[src/rtl/ak16_mem_pkg.sv]
// ============================================================================
// Module  : ak16_mem_pkg
// Brief   : Shared types and constants for the AK16 unified-memory arbiter.
// Revision: 1.0 - initial release
// ============================================================================
`default_nettype none

package ak16_mem_pkg;

  // Arbiter FSM: IDLE arbitrates and issues, WAIT runs the read latency.
  typedef enum logic {
    IDLE = 1'b0,
    WAIT = 1'b1
  } state_t;

  // Which port owns the read currently in flight.
  typedef enum logic {
    OWN_IF = 1'b0,
    OWN_DM = 1'b1
  } owner_t;

  // Default bus widths.
  localparam int ADDR_W_DEF = 16;
  localparam int DATA_W_DEF = 16;

  // Legal ranges for the timing parameters.
  localparam int LAT_MIN    = 1;
  localparam int LAT_MAX    = 4;
  localparam int STARVE_MIN = 1;
  localparam int STARVE_LIM = 15;

  // Pin a parameter into its legal range so counter widths stay valid.
  function automatic int clamp_int(input int v, input int lo, input int hi);
    if (v < lo) return lo;
    if (v > hi) return hi;
    return v;
  endfunction

endpackage

`default_nettype wire

[src/rtl/ak16_mem_arbiter.sv]
// ============================================================================
// Module  : ak16_mem_arbiter
// Brief   : Single-outstanding arbiter between the IF (read-only) and DM
//           (read/write) ports of a fixed-latency unified memory. DM has
//           priority; a streak counter guarantees IF a win after STARVE_MAX
//           consecutive contested DM grants. IF reads can be flushed.
// Revision: 1.0 - initial release
// ============================================================================
`default_nettype none

module ak16_mem_arbiter
  import ak16_mem_pkg::*;
#(
  parameter int ADDR_W     = ADDR_W_DEF,
  parameter int DATA_W     = DATA_W_DEF,
  parameter int LAT        = 2,
  parameter int STARVE_MAX = 4
) (
  input  logic              clk,
  input  logic              rst,
  // Instruction-fetch port
  input  logic              if_req,
  input  logic [ADDR_W-1:0] if_addr,
  input  logic              if_flush,
  output logic              if_gnt,
  output logic              if_rvalid,
  output logic [DATA_W-1:0] if_rdata,
  // Data-memory port
  input  logic              dm_req,
  input  logic              dm_we,
  input  logic [ADDR_W-1:0] dm_addr,
  input  logic [DATA_W-1:0] dm_wdata,
  output logic              dm_gnt,
  output logic              dm_rvalid,
  output logic [DATA_W-1:0] dm_rdata,
  // Memory macro
  output logic              mem_en,
  output logic              mem_we,
  output logic [ADDR_W-1:0] mem_addr,
  output logic [DATA_W-1:0] mem_wdata,
  input  logic [DATA_W-1:0] mem_rdata,
  // Status
  output logic              busy
);

  // Parameters are pinned into range so the narrow counters cannot overflow.
  localparam logic [2:0] c_lat    = 3'(clamp_int(LAT, LAT_MIN, LAT_MAX));
  localparam logic [3:0] c_starve = 4'(clamp_int(STARVE_MAX, STARVE_MIN, STARVE_LIM));

  state_t     r_state;
  owner_t     r_owner;
  logic [2:0] r_cnt;
  logic [3:0] r_streak;
  logic       r_drop;

  logic w_if_eff;
  logic w_idle;
  logic w_dm_win;
  logic w_if_win;
  logic w_done;
  logic w_if_rv;
  logic w_dm_rv;

  // Arbitration: DM wins ties unless IF has been starved STARVE_MAX times.
  always_comb begin
    w_if_eff = if_req & ~if_flush;
    w_idle   = (r_state == IDLE) & ~rst;
    w_dm_win = w_idle & dm_req & ~(w_if_eff & (r_streak == c_starve));
    w_if_win = w_idle & w_if_eff & ~w_dm_win;
    w_done   = (r_state == WAIT) & (r_cnt == 3'd1) & ~rst;
    // A flush in the completion cycle itself also discards the IF data.
    w_if_rv  = w_done & (r_owner == OWN_IF) & ~r_drop & ~if_flush;
    w_dm_rv  = w_done & (r_owner == OWN_DM);
  end

  // Grant, memory-side mux and response outputs; everything idles at zero.
  always_comb begin
    if_gnt    = w_if_win;
    dm_gnt    = w_dm_win;
    mem_en    = w_if_win | w_dm_win;
    mem_we    = w_dm_win & dm_we;
    mem_addr  = '0;
    mem_wdata = '0;
    if (w_dm_win) begin
      mem_addr = dm_addr;
      if (dm_we) mem_wdata = dm_wdata;
    end else if (w_if_win) begin
      mem_addr = if_addr;
    end
    if_rvalid = w_if_rv;
    dm_rvalid = w_dm_rv;
    if_rdata  = w_if_rv ? mem_rdata : '0;
    dm_rdata  = w_dm_rv ? mem_rdata : '0;
    busy      = (r_state != IDLE);
  end

  // FSM, latency counter, owner/drop tracking and the starvation streak.
  always_ff @(posedge clk or posedge rst) begin
    if (rst) begin
      r_state  <= IDLE;
      r_owner  <= OWN_IF;
      r_cnt    <= 3'd0;
      r_streak <= 4'd0;
      r_drop   <= 1'b0;
    end else begin
      case (r_state)
        IDLE: begin
          if (w_dm_win) begin
            if (w_if_eff && (r_streak != c_starve)) begin
              r_streak <= r_streak + 4'd1;
            end
            // Writes complete in the grant cycle; only reads wait.
            if (!dm_we) begin
              r_owner <= OWN_DM;
              r_cnt   <= c_lat;
              r_drop  <= 1'b0;
              r_state <= WAIT;
            end
          end else if (w_if_win) begin
            r_streak <= 4'd0;
            r_owner  <= OWN_IF;
            r_cnt    <= c_lat;
            r_drop   <= 1'b0;
            r_state  <= WAIT;
          end
        end
        WAIT: begin
          r_cnt <= r_cnt - 3'd1;
          if (if_flush && (r_owner == OWN_IF)) begin
            r_drop <= 1'b1;
          end
          // The full latency is always consumed, dropped or not.
          if (r_cnt == 3'd1) begin
            r_cnt   <= 3'd0;
            r_drop  <= 1'b0;
            r_state <= IDLE;
          end
        end
        default: begin
          r_state <= IDLE;
        end
      endcase
    end
  end

endmodule

`default_nettype wire

[config.mk]
export PLATFORM = sky130hd
export DESIGN_NAME = ak16_mem_arbiter
export DESIGN_NICKNAME = d
export VERILOG_FILES = /design/src/rtl/ak16_mem_pkg.sv /design/src/rtl/ak16_mem_arbiter.sv
export SDC_FILE = /design/constraint.sdc
export NUM_CORES = 1
export LEC_CHECK = 0
export ABC_AREA = 1
export CORE_MARGIN = 5
export CORE_UTILIZATION = 27
export DETAILED_ROUTE_END_ITERATION = 10
export PLACE_DENSITY_LB_ADDON = 0.08
export SLEW_MARGIN = 20
export SYNTH_ARGS = -nofsm -noshare
export SYNTH_HDL_FRONTEND = slang
export SYNTH_SLANG_ARGS = --single-unit
[constraint.sdc]
create_clock -name clk -period 2.6 [get_ports clk]
set_input_delay 0.78 -clock clk [delete_from_list [all_inputs] [get_ports clk]]
set_output_delay 0.78 -clock clk [all_outputs]
set_load 0.01 [all_outputs]
Word-level counts from Yosys, hierarchy flattened
Index checks and enable logic that the tools add are counted.
{ "totals": {"reg_bits": 10, "in_bits": 70, "out_inout_bits": 71, "ram_bits": 0, "latch_bits": 0, "word_cells": 71, "mem_bits_ro": 0, "memories": 0} }
{ "classes": {"div_mod_pow": 0, "n_lt_le_gt_ge": 0, "n_mux": 27, "n_reduce_logical": 7, "multipliers": 0, "eq_ne": 8, "n_bitwise": 22, "add_sub_neg": 2, "shift": 0} }
{ "ops": {"columns": ["cell", "n"], "rows": [
  ["two-way mux 16 bit", 6],
  ["bitwise AND 1 bit", 14],
  ["two-way mux 3 bit", 4],
  ["two-way mux 4 bit", 3],
  ["two-way mux 1 bit", 11],
  ["AND reduction 3 bit", 3],
  ["inverter 1 bit", 7],
  ["!= test 3 bit, second input constant", 2],
  ["one-hot mux 3 bit (2 select lines)", 1],
  ["adder 4 x 1 -> 4 bit, second input constant", 1],
  ["== test 4 x 3 -> 1 bit, second input constant", 1],
  ["!= test 4 x 3 -> 1 bit, second input constant", 1],
  ["one-hot mux 1 bit (2 select lines)", 2],
  ["== test 3 x 1 -> 1 bit, second input constant", 1],
  ["!= test 3 x 1 -> 1 bit, second input constant", 1],
  ["subtractor 3 x 1 -> 3 bit, second input constant", 1],
  ["logical AND 1 bit", 2],
  ["!= test 2 x 1 -> 1 bit, second input constant", 1],
  ["!= test 2 bit, second input constant", 1],
  ["AND reduction 2 bit", 1],
  ["nonzero test 2 bit", 1],
  ["OR 1 bit", 1]
]} }

Longest topological paths before layout
{ "logic_depth": {"depth_word": 10, "ltp_mapped": 11, "mapped_depth_nobuf": 10} }

Worst setup path before layout
Ideal clock, no wire load.
{ "synth_path": {"kind": "input -> output", "start": "input rst", "end": "output dm_rdata[10]", "slack_ns": 0.103, "cell_stages": 6, "n_path_buf": 1, "arrival_ns": 1.717, "cell_sequence": "inv_1 -> nand2_1 -> nor2_2 -> inv_2 -> buf_6 -> nor2_1"} }
{ "synth_between": {"elab_chain_len": 4} }
{ "synth_rtl": {"columns": ["item", "line_no", "text"], "rows": [
  ["from (decl)", "ak16_mem_arbiter.sv:20", "input logic rst,"],
  ["inverter 1 bit", "ak16_mem_arbiter.sv:70", "w_done = (r_state == WAIT) & (r_cnt == 3'd1) & ~rst;"],
  ["bitwise AND 1 bit", "ak16_mem_arbiter.sv:70", null],
  ["bitwise AND 1 bit", "ak16_mem_arbiter.sv:73", "w_dm_rv = w_done & (r_owner == OWN_DM);"],
  ["net dm_rvalid", "ak16_mem_arbiter.sv:34", "output logic dm_rvalid,"],
  ["two-way mux 16 bit", "ak16_mem_arbiter.sv:93", "dm_rdata = w_dm_rv ? mem_rdata : '0;"],
  ["to (decl)", "ak16_mem_arbiter.sv:35", "output logic [DATA_W-1:0] dm_rdata,"]
]} }
The timed path passes the listed nets, and every way through them passes these cells.

Worst setup path in the final report
{ "layout_path": {"start": "input if_flush", "end": "output mem_addr[12]"} }
{ "layout_between": {"elab_chain_len": 9} }
{ "layout_rtl": {"columns": ["item", "line_no", "text"], "rows": [
  ["from (decl)", "ak16_mem_arbiter.sv:24", "input logic if_flush,"],
  ["inverter 1 bit (*)", "ak16_mem_arbiter.sv:66", "w_if_eff = if_req & ~if_flush;"],
  ["bitwise AND 1 bit (*)", "ak16_mem_arbiter.sv:66", null],
  ["bitwise AND 1 bit", "ak16_mem_arbiter.sv:68", "w_dm_win = w_idle & dm_req & ~(w_if_eff & (r_streak == c_starve));"],
  ["inverter 1 bit", "ak16_mem_arbiter.sv:68", null],
  ["bitwise AND 1 bit", "ak16_mem_arbiter.sv:68", null],
  ["inverter 1 bit", "ak16_mem_arbiter.sv:69", "w_if_win = w_idle & w_if_eff & ~w_dm_win;"],
  ["bitwise AND 1 bit", "ak16_mem_arbiter.sv:69", null],
  ["two-way mux 16 bit", "ak16_mem_arbiter.sv:87", "end else if (w_if_win) begin"],
  ["two-way mux 16 bit (*)", "ak16_mem_arbiter.sv:84", "if (w_dm_win) begin"],
  ["to (decl)", "ak16_mem_arbiter.sv:39", "output logic [ADDR_W-1:0] mem_addr,"]
]} }
Mark *: on every way between the ends. The rest lies on a longest branch, timed or not.

==> results.txt <==
----------------------------------------------------
[Logic synthesis]
  Most used flip-flop cell after synthesis ... sky130_fd_sc_hd__dfrtp_1
  Dominant cells by area after synthesis ... sky130_fd_sc_hd__nand2_1, sky130_fd_sc_hd__dfrtp_1, sky130_fd_sc_hd__nor2_1, sky130_fd_sc_hd__inv_1, sky130_fd_sc_hd__ha_1
  Share of flip-flops with an asynchronous set or reset after synthesis ... 100%
  Gate count after technology mapping ... 218
  Proportion of synthesized chip area in sequential cells ... a little over a fifth
  Number of enable flip-flop cells after synthesis ... 0
  Portion of synthesized cell area occupied by the leading cell type ... roughly 26%
  Flops & latches, synth ... 10
  Yosys cell types ... 23
  Synthesized area per cell ... between 5 and 6 um^2
  Post-synthesis instance area ... 1170 um^2
  Yosys warning count ... 0
  Cell taking the most area after synthesis ... sky130_fd_sc_hd__nand2_1
  Post-Syn Nets ... around 290

[Critical path]
  Number of logic stages on the critical path including buffering ... 10
  Required time reported for the critical path endpoint ... ~1.8 ns
  Crit path launch type ... input pin
  Critical path endpoint category ... primary output
  Classification of the worst setup path ... in -> out
  Worst path buffer plus inverter count ... 4
  Arrival time reported for the critical path endpoint ... 1.76 ns
  Cells along the critical path ... buf_6 > nor2_4 > nand3_2 > nand2_2 > inv_4 > nor2_4 > buf_6 > nand2_1 > nand2_1 > buf_2
  Largest delay contributor family on the critical path ... simple AND/OR/NAND/NOR gates
  Launch instance of the worst register-to-register path ... r_streak[1]
  FF-to-FF path depth ... 11
  Capture point of the worst reg-to-reg path ... r_cnt[1]
  Endpoint of the most critical setup path ... mem_addr[12]
  Critical Path Start ... if_flush
  Highest net fanout along the worst path ... 8
  Standard cell with the maximum stage delay on the critical path ... sky130_fd_sc_hd__buf_6
  Worst stage delay on the critical path ... 0.16 ns
  Register-to-register setup slack ... between 1 and 1.5 ns

[STA]
  Worst-case hold slack ... 0.500 ns
  Post-route minimum period ... ~2.5 ns
  Fin crit share ... between 90% and 100%
  Clock skew after layout ... a little under 0.001 ns
  Setup repair after global routing missed its margin ... true
  Pin slew with the least headroom to its limit ... between 0.2 and 0.25 ns
  Final Hold Violating Endpoints ... 0
  Headroom to the max-slew limit ... between 80% and 90%
  Peak Freq ... approximately 0.39 GHz
  Slew Viols, Final ... 0
  Total of endpoints with negative setup slack in the final report ... 0

[Drt]
  First drt pass iteration count ... 4
  Antenna Violating Nets Remaining ... 0
  Wire length on met3 ... around 690 um
  Wire length on met2 ... 2740 um
  Top layer used by detailed routing ... met4
  Number of violations reported at the end of detailed-routing iteration 0 ... 68
  Overall routed net length ... 5470 um
  Vias ... ~1.8k
  Per-cell routed wire length ... ~13 um
  Count of unresolved DRC violations after routing ... 0
  Sum of routed wire segments on met1 ... 1970 um
  Via density per instance ... 4.23

[Die]
  Core area ... around 4300 um^2
  Effective utilization at floorplan ... between 20% and 30%
  Die footprint ... approximately 5800 um^2
  Horiz. Die Dim ... ~76 um
  Number of standard-cell rows in the floorplan ... 24
  I/O pin count ... about 140
  Y dimension of the die ... between 70 and 80 um

[CTS]
  Number of buffers on the longest clock path ... 2
  Number of clock buffers inserted by TritonCTS ... 3
  Total number of H-tree levels ... 1
  Clock tree from TritonCTS ... done
  Clock latency reported for the late side of the worst-skew pair ... between 0.2 and 0.25 ns
  Sink count of the clock tree ... 10
  Hold-fix buffers, CTS ... 0
  Clock root buffer ... sky130_fd_sc_hd__clkbuf_8
  CTS clk-pin slew, worst paths ... approximately 0.05 ns

[Power]
  Pleak ... 0.00150 uW
  VDD IR-drop max ... roughly 0.61 mV
  Total Power ... roughly 1300 uW
  P per Cell Area ... between 400 and 500 nW/um^2

[Cells and area]
  Number of inserted filler cells in the final layout ... between 400 and 500
  Post-layout instance count excluding filler cells ... about 430
  Final design area excluding fillers ... roughly 2700 um^2
  Diodes inserted ... 0
  Area taken by flip-flops and latches ... 250 um^2
  Fraction of layout instances using a drive strength above 1 ... between 30% and 40%
  Final #Nets ... 454
  Area growth syn-to-layout ... 129%
  Multi-input gate area ... 788 um^2

[Global route]
  Via count of the first global-routing pass ... 1562
  Global-route usage over all layers ... between 15 and 20%
  First-pass GRT wire length ... roughly 7300 um
  Maximum number of pins on one net before global-route repair ... 18
  Total grt overflow ... 0
  Initial antenna violation count ... 0

[Placed design]
  RD Place Congestion ... 0.757
  HPWL Detailed ... around 4700 um
  Post-Place Cells ... about 420
  Post-Place Cell Area ... 2730 um^2
  Number of I/O port buffers ... 140

[Job]
  Max_cap viols ... 0

[Min path]
  Worst min-delay path class ... reg -> reg

[Run status]
  Result of the run ... finished clean

----------------------------------------------------
[routing by layer]
metal	up-vias	track usage, %
met3	8	4.62
li1	959	-
met4	0	5.83
met1	766	17.7
met5	-	0
met2	88	30.2
[logic make-up (layout without fill, tap and decap cells)]
logic type | after synthesis | after routing | share of synthesized area (%)
compound gates | 8 | 8 | 3.42
xor+xnor | 2 | 2 | 1.50
fa+ha+maj | 4 | 4 | 4.27
buf+inv | 43 | 204 | 16.6
flops | 10 | 10 | 21.4
simple gates | 151 | 151 | 52.9
[cell usage in the layout, fill, tap and decap left out, drive strengths merged]
cell,n
ha,4
clkdlybuf4s50,65
inv,33
nand2,81
nand4,1
clkdlybuf4s15,18
nand3,8
dlygate4sd2,3
nor2,57
nor3b,1
clkbuf,25
dlymetal6s2s,1
xor2,2
dfrtp,10
o21ai,5
nor3,3
clkinv,1
a21oi,3
buf,58
[synth_stat cells, types with 3 or more instances]
cell type	count
sky130_fd_sc_hd__a21oi_1	3
sky130_fd_sc_hd__buf_6	3
sky130_fd_sc_hd__dfrtp_1	10
sky130_fd_sc_hd__ha_1	4
sky130_fd_sc_hd__inv_1	30
sky130_fd_sc_hd__inv_2	3
sky130_fd_sc_hd__nand2_1	80
sky130_fd_sc_hd__nand3_1	7
sky130_fd_sc_hd__nor2_1	53
sky130_fd_sc_hd__nor2_2	3
sky130_fd_sc_hd__o21ai_0	5
[per-stage QoR]
step / TNS (ns) / setup WS [ns] / util, %
after global placement: -44.00 / -0.747 / 63.7
after floorplan: 0 / 0.103 / -
after detailed placement: -45.53 / -0.788 / 63.7
after CTS: 0 / 0.000936 / 65.3
final: 0 / 0.0563 / 62.5
after global routing: -0.0801 / -0.0236 / 62.5
[area by class of cell]
cell class	count	area share, %
Timing Repair Buffer	166	51.9
Multi-Input combinational cell	165	29.4
Sequential cell	10	9.33
Inverter	34	4.94
Tap cell	52	2.43
Clock buffer	4	2.05
[flip-flops by register name (all words and copies together), names as in the netlist]
register / flops
r_drop: 1
r_owner: 1
r_cnt: 3
busy: 1
r_streak: 4
[power by group]
part           switching (uW)  internal, uW
Clock                    64.0           133
Combinational             390           393
Sequential               66.3           230
[worst min-delay path, cell delays in order, from the launching register on]
cell and delay [ns]:
sky130_fd_sc_hd__dfrtp_1 0.36, sky130_fd_sc_hd__nand2_1 0.06, sky130_fd_sc_hd__nand2_1 0.04
[how the worst min path moves through the flow]
stage | startpoint | endpoint | slack (ns) | cells past startpoint
after floorplan | r_drop | r_drop | 0.44 | 2
after global placement | r_drop | r_drop | 0.46 | 2
after detailed placement | r_drop | r_drop | 0.48 | 2
after CTS | r_drop | r_drop | 0.50 | 2
after global routing | r_drop | r_drop | 0.51 | 2
final | r_drop | r_drop | 0.50 | 2
[timing repair]
action / CTS / global route
cloned: 1 / 0
buffers inserted: 5 / 0
gates resized for setup: 227 / 45
endpoints found under the setup margin: 70 / 61
pin swaps: 8 / 7
(Power assumes the default switching activity.)
